<file path="config.mk">
export PLATFORM = sky130hd
export DESIGN_NAME = fetch_sequencer
export DESIGN_NICKNAME = d
export VERILOG_FILES = /design/src/rtl/cpu_pkg.sv /design/src/rtl/wait_timer.sv /design/src/rtl/fetch_sequencer.sv
export SDC_FILE = /design/constraint.sdc
export NUM_CORES = 1
export LEC_CHECK = 0
export CAP_MARGIN = 20
export CORE_MARGIN = 3
export CORE_UTILIZATION = 44
export DETAILED_ROUTE_END_ITERATION = 8
export PLACE_DENSITY = 0.81
export SETUP_SLACK_MARGIN = 0.15
export SYNTH_ARGS = -nofsm -noshare
export SYNTH_HDL_FRONTEND = slang
export SYNTH_SLANG_ARGS = --single-unit
export TNS_END_PERCENT = 1
</file>
<file path="constraint.sdc">
create_clock -name clk -period 2 [get_ports clk]
set_input_delay 0.4 -clock clk [delete_from_list [all_inputs] [get_ports clk]]
set_output_delay 0.4 -clock clk [all_outputs]
set_load 0.01 [all_outputs]
</file>
<file path="src/rtl/cpu_pkg.sv">
// Shared definitions for the fetch sequencer: widths, state encodings and opcodes.
package cpu_pkg;

    localparam int PC_W    = 12;
    localparam int INSTR_W = 16;

    localparam logic [3:0] OP_JMP = 4'b1010;

    typedef enum logic [2:0] {
        S_IDLE   = 3'd0,
        S_FETCH  = 3'd1,
        S_DECODE = 3'd2,
        S_EXEC   = 3'd3,
        S_MEM    = 3'd4,
        S_FAULT  = 3'd5
    } state_t;

    function automatic logic [3:0] opcode_of(input logic [INSTR_W-1:0] instr);
        return instr[INSTR_W-1 -: 4];
    endfunction

endpackage

</file>
<file path="src/rtl/wait_timer.sv">
// Up-counter of cycles spent waiting for an ack; flags the cycle that completes LIMIT waits.
module wait_timer #(
    parameter logic [7:0] LIMIT = 8'd255
) (
    input  logic clk,
    input  logic rst,
    input  logic clear,
    input  logic enable,
    output logic expired
);

    logic [7:0] count;

    always_ff @(posedge clk or posedge rst) begin
        if (rst)
            count <= 8'd0;
        else if (clear)
            count <= 8'd0;
        else if (enable)
            count <= count + 8'd1;
    end

    // High during the LIMIT-th consecutive wait cycle, so the request is held exactly LIMIT cycles.
    assign expired = enable && (count == LIMIT - 8'd1);

endmodule

</file>
<file path="src/rtl/fetch_sequencer.sv">
// Instruction fetch/decode/execute sequencer with data-RAM handshake and ack timeout.
//  state  | meaning
//  IDLE   | stopped, waiting for run
//  FETCH  | imem_req held until imem_ack
//  DECODE | one-cycle decode_en strobe
//  EXEC   | sample jump / memory flags from control unit
//  MEM    | dmem_req held until dmem_ack
//  FAULT  | ack timeout, parked until reset
module fetch_sequencer
    import cpu_pkg::*;
#(
    parameter logic [PC_W-1:0] RESET_PC = 12'h000,
    parameter int unsigned     TIMEOUT  = 255
) (
    input  logic               clk,
    input  logic               rst,
    input  logic               run,
    output logic [PC_W-1:0]    imem_addr,
    output logic               imem_req,
    input  logic               imem_ack,
    input  logic [INSTR_W-1:0] imem_data,
    output logic [INSTR_W-1:0] instruction,
    output logic               decode_en,
    input  logic               must_jump,
    input  logic [PC_W-1:0]    jump_addr,
    input  logic               read_ram,
    input  logic               write_ram,
    output logic               dmem_req,
    output logic               dmem_we,
    input  logic               dmem_ack,
    output logic [PC_W-1:0]    pc,
    output logic [2:0]         state,
    output logic               busy,
    output logic               fault
);

    state_t cur, nxt;
    logic [PC_W-1:0] pc_q, pc_nxt;
    logic [INSTR_W-1:0] instr_q;
    logic we_q;
    logic waiting, got_ack, expired;

    assign waiting = (cur == S_FETCH) || (cur == S_MEM);
    assign got_ack = ((cur == S_FETCH) && imem_ack) || ((cur == S_MEM) && dmem_ack);

    wait_timer #(.LIMIT(8'(TIMEOUT))) u_wait_timer (
        .clk     (clk),
        .rst     (rst),
        .clear   (!waiting || got_ack),
        .enable  (waiting && !got_ack),
        .expired (expired)
    );

    always_ff @(posedge clk or posedge rst) begin
        if (rst) begin
            cur     <= S_IDLE;
            pc_q    <= RESET_PC;
            instr_q <= '0;
            we_q    <= 1'b0;
        end else begin
            cur  <= nxt;
            pc_q <= pc_nxt;
            if (cur == S_FETCH && imem_ack)
                instr_q <= imem_data;
            if (cur == S_EXEC)
                we_q <= write_ram;
        end
    end

    always_comb begin
        nxt    = cur;
        pc_nxt = pc_q;
        case (cur)
            S_IDLE:   if (run) nxt = S_FETCH;
            S_FETCH: begin
                if (imem_ack)     nxt = S_DECODE;
                else if (expired) nxt = S_FAULT;
            end
            S_DECODE: nxt = S_EXEC;
            S_EXEC: begin
                if (read_ram || write_ram) begin
                    nxt = S_MEM;
                end else begin
                    pc_nxt = must_jump ? jump_addr : pc_q + 12'd1;
                    nxt    = run ? S_FETCH : S_IDLE;
                end
            end
            S_MEM: begin
                if (dmem_ack) begin
                    pc_nxt = pc_q + 12'd1;
                    nxt    = run ? S_FETCH : S_IDLE;
                end else if (expired) begin
                    nxt = S_FAULT;
                end
            end
            S_FAULT:  nxt = S_FAULT;
            default:  nxt = S_IDLE;
        endcase
    end

    // Outputs decode straight from the state register so reset drops them without a clock.
    assign imem_addr   = pc_q;
    assign imem_req    = (cur == S_FETCH);
    assign decode_en   = (cur == S_DECODE);
    assign dmem_req    = (cur == S_MEM);
    assign dmem_we     = (cur == S_MEM) && we_q;
    assign instruction = instr_q;
    assign pc          = pc_q;
    assign state       = cur;
    assign busy        = (cur != S_IDLE) && (cur != S_FAULT);
    assign fault       = (cur == S_FAULT);

endmodule

</file>
# Word level (Yosys, flattened, before mapping)
# Index checks and enable logic that the tools add are counted.
# word_totals
inputBits,36
register_bits,40
wordCells,47
output_inout_bits,49
# op_classes
addsub,2
eq_ne,10
n_reduce_logical,17
muxes,13
# ops
op,count
2-to-1 mux 12 bit,3
one-hot mux 12 bit (2 select lines),1
one-hot mux 3 bit (6 select lines),1
2-to-1 mux 8 bit,2
2-to-1 mux 3 bit,5
adder 12 x 1 -> 12 bit (second input constant),1
adder 8 x 1 -> 8 bit (second input constant),1
equality test 8 bit (second input constant),1
equality test 3 x 2 -> 1 bit (second input constant),2
equality test 3 bit (second input constant),2
logical AND 1 bit,6
logical OR 1 bit,4
!= test 2 bit (second input constant),2
nonzero test 2 bit,2
equality test 3 x 1 -> 1 bit (second input constant),1
logical NOT 3 bit,1
!= test 3 bit (second input constant),1
AND reduction 3 bit,1
nonzero test 3 bit,1
logical NOT 1 bit,2
!= test 2 x 1 -> 1 bit (second input constant),1
2-to-1 mux 1 bit,1

# Longest topological paths before layout
# depth
word_depth,9
depth_mapped,7
mapped_depth_nobuf,5

# Modules after synthesis
# From an unflattened synthesis, not the netlist that was laid out.
# unflattened
cells_unflattened,211
hier_area_um2,2264.7
# by_module_without_submodules
module,n_inst,seq_area_each_um2,area_per_inst_um2,cells_each
fetch_sequencer,1,800.8,1845.5,169
wait_timer,1,200.2,419.2,42

# Least setup slack after synthesis
# Ideal clock, no wire load.
# synth_path
path_kind,reg2reg
startpoint,register cur[0] (netlist: state[0])
endpoint,register instr_q[10] (netlist: instruction[10])
synth_period_minus_slack_ns,1.685
setup_slack_ns,0.315
arrival_ns,1.560
setup_time_ns,0.125
n_path_buf,3
path_stages_with_launch,8
required_time_ns,1.875
cell_sequence,dfrtp_1 buf_6 inv_2 nor3_2 and2_1 buf_6 buf_12 mux2_4
# synth_via
elab_chain_cells,2
# synth_lines
item,line,source
from (decl),fetch_sequencer.sv:37,"state_t cur, nxt;"
from (signal assigned),fetch_sequencer.sv:61,cur <= nxt;
equality test 3 x 1 -> 1 bit,n/a,
via imem_req,fetch_sequencer.sv:19,"output logic imem_req,"
logical AND 1 bit,fetch_sequencer.sv:63,if (cur == S_FETCH && imem_ack)
to (signal assigned),fetch_sequencer.sv:64,instr_q <= imem_data;
to (decl),fetch_sequencer.sv:39,logic [INSTR_W-1:0] instr_q;
# The timed path passes the listed nets, and every way through them passes these cells.
# A chain may end at the register's enable or synchronous reset.

# Worst setup path in the final report
# layout_path
startpoint,register cur[1] (netlist: state[1])
endpoint,output state[1]
# layout_lines
item,line,source
to (decl),fetch_sequencer.sv:32,"output logic [2:0] state,"
# No word-level cell between the ends.

==> impl_metrics.yaml <==
timing:
  worstMarginPinSlew_ns: 0.516
  setup_viol: 0
  finalHoldViolCount: 0
  rsz0062_at_grt: "true"
  tns_ns: 0
  whs_ns: 0.490
  fmax_mhz: 552
  slew_viol_final: 0
  worst_slack_ns: 0.188
  period_share_pct: 90.6
  skew_ns: 0.0112
  min_period_ns: 1.81
  max_slew_margin_pct: 65.6
floorplanning:
  die_area_um2: 5990
  rows: 25
  die_h_um: 77.4
  ioPinCount: 85
  start_util_pct: 46.5
  fp.dieW_um: 77.4
  core_area_um2: 4820
cts:
  clk_pin_slew_ns: 0.07
  cts_num_sinks: 40
  cts_buffers: 5
  clock_tree.root_cell: "clkbuf_8"
  clock_path_buffers: 2
  clkLatencyLatePin_ns: 0.30
  htree_levels: 2
  cts_tree: "yes"
  hold_buffers: 0
setup_path:
  start_kind: "flop"
  crit_required_ns: 1.60
  cp.arrival_ns: 1.41
  crit_buf_inv: 2
  max_stage_delay_ns: 0.54
  crit_family: "buffers and inverters"
  cp_max_fo: 6
  critPathSlowestCell: "clkdlybuf4s50_1"
  critical_path_class: "flop to primary output"
  path_cells: "buf_4, clkdlybuf4s50_1"
  worstSetupEndpointType: "primary output"
job:
  max-cap-violations: 0
finish:
  fillers: 406
  layout-drive-gt1-share_pct: 16.8
  postLayoutCoreUtil_pct: 66.3
  area_growth_pct: 42.5
  n_antenna_cell: 0
  fin_nets: 323
routing:
  drt-total-wl_mm: 5.34
  drtIter0Drc: 79
  drcViolationCount: 0
  wl_per_cell_um: 15.2
  dr.pass1.iters: 4
  vias: 1829
  via_per_inst: 5.20
  ant_nets: 0
yosys:
  synth_fp_nets: 240
  synthMuxAreaShare_pct: 11.4
  ys_types: 49
  synthesis.area_um2: 2240
  synth.top_cells.by_area: "dfrtp_1, mux2_4, buf_4"
  synth-compound-area-share_pct: 15.4
  yosysTopAreaCell: "dfrtp_1"
  synthAdderAreaFrac_pct: 1.67
  synth_ff_type: "dfrtp_1"
  yosysWarnings: 0
  synthTopCellsByCount: "dfrtp_1, nor2_1, buf_4"
  yosys.area_share.simple_pct: 14.6
  synth_xor_xnor_area_share_pct: 2.34
  synth_top_cell_area_share_pct: 44.6
  yosysSeqAreaShare_pct: 44.6
  synth_area_per_cell_um2: 11.2
  synth_async_sr_flop_share_pct: 100
  ys_ff_latch: 40
  synth_cells: 201
  synth-edff-count: 0
  synth_top_family_by_area: "compound AO/OA/AOI/OAI gates"
  yosys.cell_count.top_type: "dfrtp_1"
place:
  io_buffers: 84
  pre_cts_ws_ns: 0.0969
  gp_congestion: 0.883
  dpl.hpwl_mm: 3.91
power_and_ir_drop:
  power_density_nw_per_um2: 1460
  ir_drop_mv: 0.734
  p_leak_nw: 1.37
global_routing:
  grt_antenna_before_repair: 0
  grt_max_degree: 41
  grt_overflow: 0
  grt_pass1_vias: 1872
  grt_pass1_wl_mm: 8.84
  grt_usage_pct: 18.2
worst_hold_path:
  holdCritPathClass: "flop to flop"
status:
  status: "finished clean"
-- metal layers --
metal | part of all wire [%] | track usage, %
met1 | 43 | 22.7
met2 | 49 | 30.1
met3 | 7.4 | 5.92
met4 | 1.1 | 5.34
met5 | 0 | 0
-- layout make-up --
| type | count | area (um2) | share of cell area (%) |
|---|---|---|---|
| multi-input combinational | 131 | 1020 | 31.9 |
| sequential | 40 | 1000 | 31.4 |
| clock inverter | 3 | 42.5 | 1.33 |
| timing repair buffer | 99 | 950 | 29.7 |
| inverter | 7 | 26.3 | 0.823 |
| clock buffer | 5 | 68.8 | 2.15 |
| tap | 67 | 83.8 | 2.62 |
-- cells by family (layout without fill, tap and decap cells) --
| group | Yosys count | in the layout |
|---|---|---|
| AND/OR/NAND/NOR | 55 | 55 |
| AO/OA/AOI/OAI | 47 | 47 |
| flip-flops | 40 | 40 |
| buffers and inverters | 30 | 114 |
| multiplexers | 20 | 20 |
| XOR/XNOR | 6 | 6 |
| adder cells (fa/ha/maj) | 3 | 3 |
-- worst reg2reg max path, delay by kind of cell, from the launching register on --
kind,cells,cell delay (ns)
buffers and inverters,5,0.85
AO/OA/AOI/OAI,3,0.43
flip-flops,1,0.44
-- placed cells by master (no fill, tap or decap), types with 3 or more instances in the layout --
cell / n
dlygate4sd2_1: 5
clkbuf_8: 5
o21ai_1: 7
a21oi_1: 8
a21oi_2: 3
nor2_1: 13
and2_1: 4
nand3_1: 9
xor2_1: 5
inv_1: 6
ha_1: 3
mux2_4: 9
nand4_1: 6
o22ai_1: 6
mux2_1: 7
buf_4: 15
o22a_1: 3
nand2b_1: 6
clkdlybuf4s50_1: 78
nand2_1: 5
and3_1: 3
dfrtp_1: 38
-- worst paths after layout --
path / to / startpoint / cells after the start / slack, ns
min in group asynchronous: imem_addr[1]$_DFFE_PP0P_ / rst / 3 / 0.52
setup / recovery: state[1] / state[1]$_DFFE_PP0P_ / 2 / 0.19
hold / removal: instruction[5]$_DFFE_PP0P_ / instruction[5]$_DFFE_PP0P_ / 1 / 0.49
setup reg to reg: imem_addr[10]$_DFFE_PP0P_ / state[0]$_DFFE_PP0P_ / 8 / 0.22
hold reg to reg: instruction[5]$_DFFE_PP0P_ / instruction[5]$_DFFE_PP0P_ / 1 / 0.49
max in group asynchronous: state[1]$_DFFE_PP0P_ / rst / 3 / 1.08
-- registers in the layout, indices dropped and copies added, names as in the netlist --
name                cells
imem_addr              12
instruction            16
state                   3
u_wait_timer.count      8
we_q                    1
-- power breakdown --
group / internal (mW) / switching [mW]
clock: 0.369 / 0.285
combinational: 1.48 / 1.03
sequential: 1.15 / 0.333
total: 3.00 / 1.65
-- through the flow --
stage | instance area (um2) | total power, mW | instances
final | 3190 | 4.65 | 352
after global routing | 3190 | 4.94 | 352
after CTS | 3170 | 4.66 | 349
after detailed placement | 3040 | 3.97 | 338
after global placement | 3040 | 3.91 | 338
after floorplan | 2240 | 2.90 | 201
-- timing repair --
action,4_1_cts,5_1_grt
gates resized for setup,7,1
buffers inserted,3,3
endpoints found under the setup margin,8,8
pin swaps,0,1
Note: power is estimated with default switching activity, not from simulation.
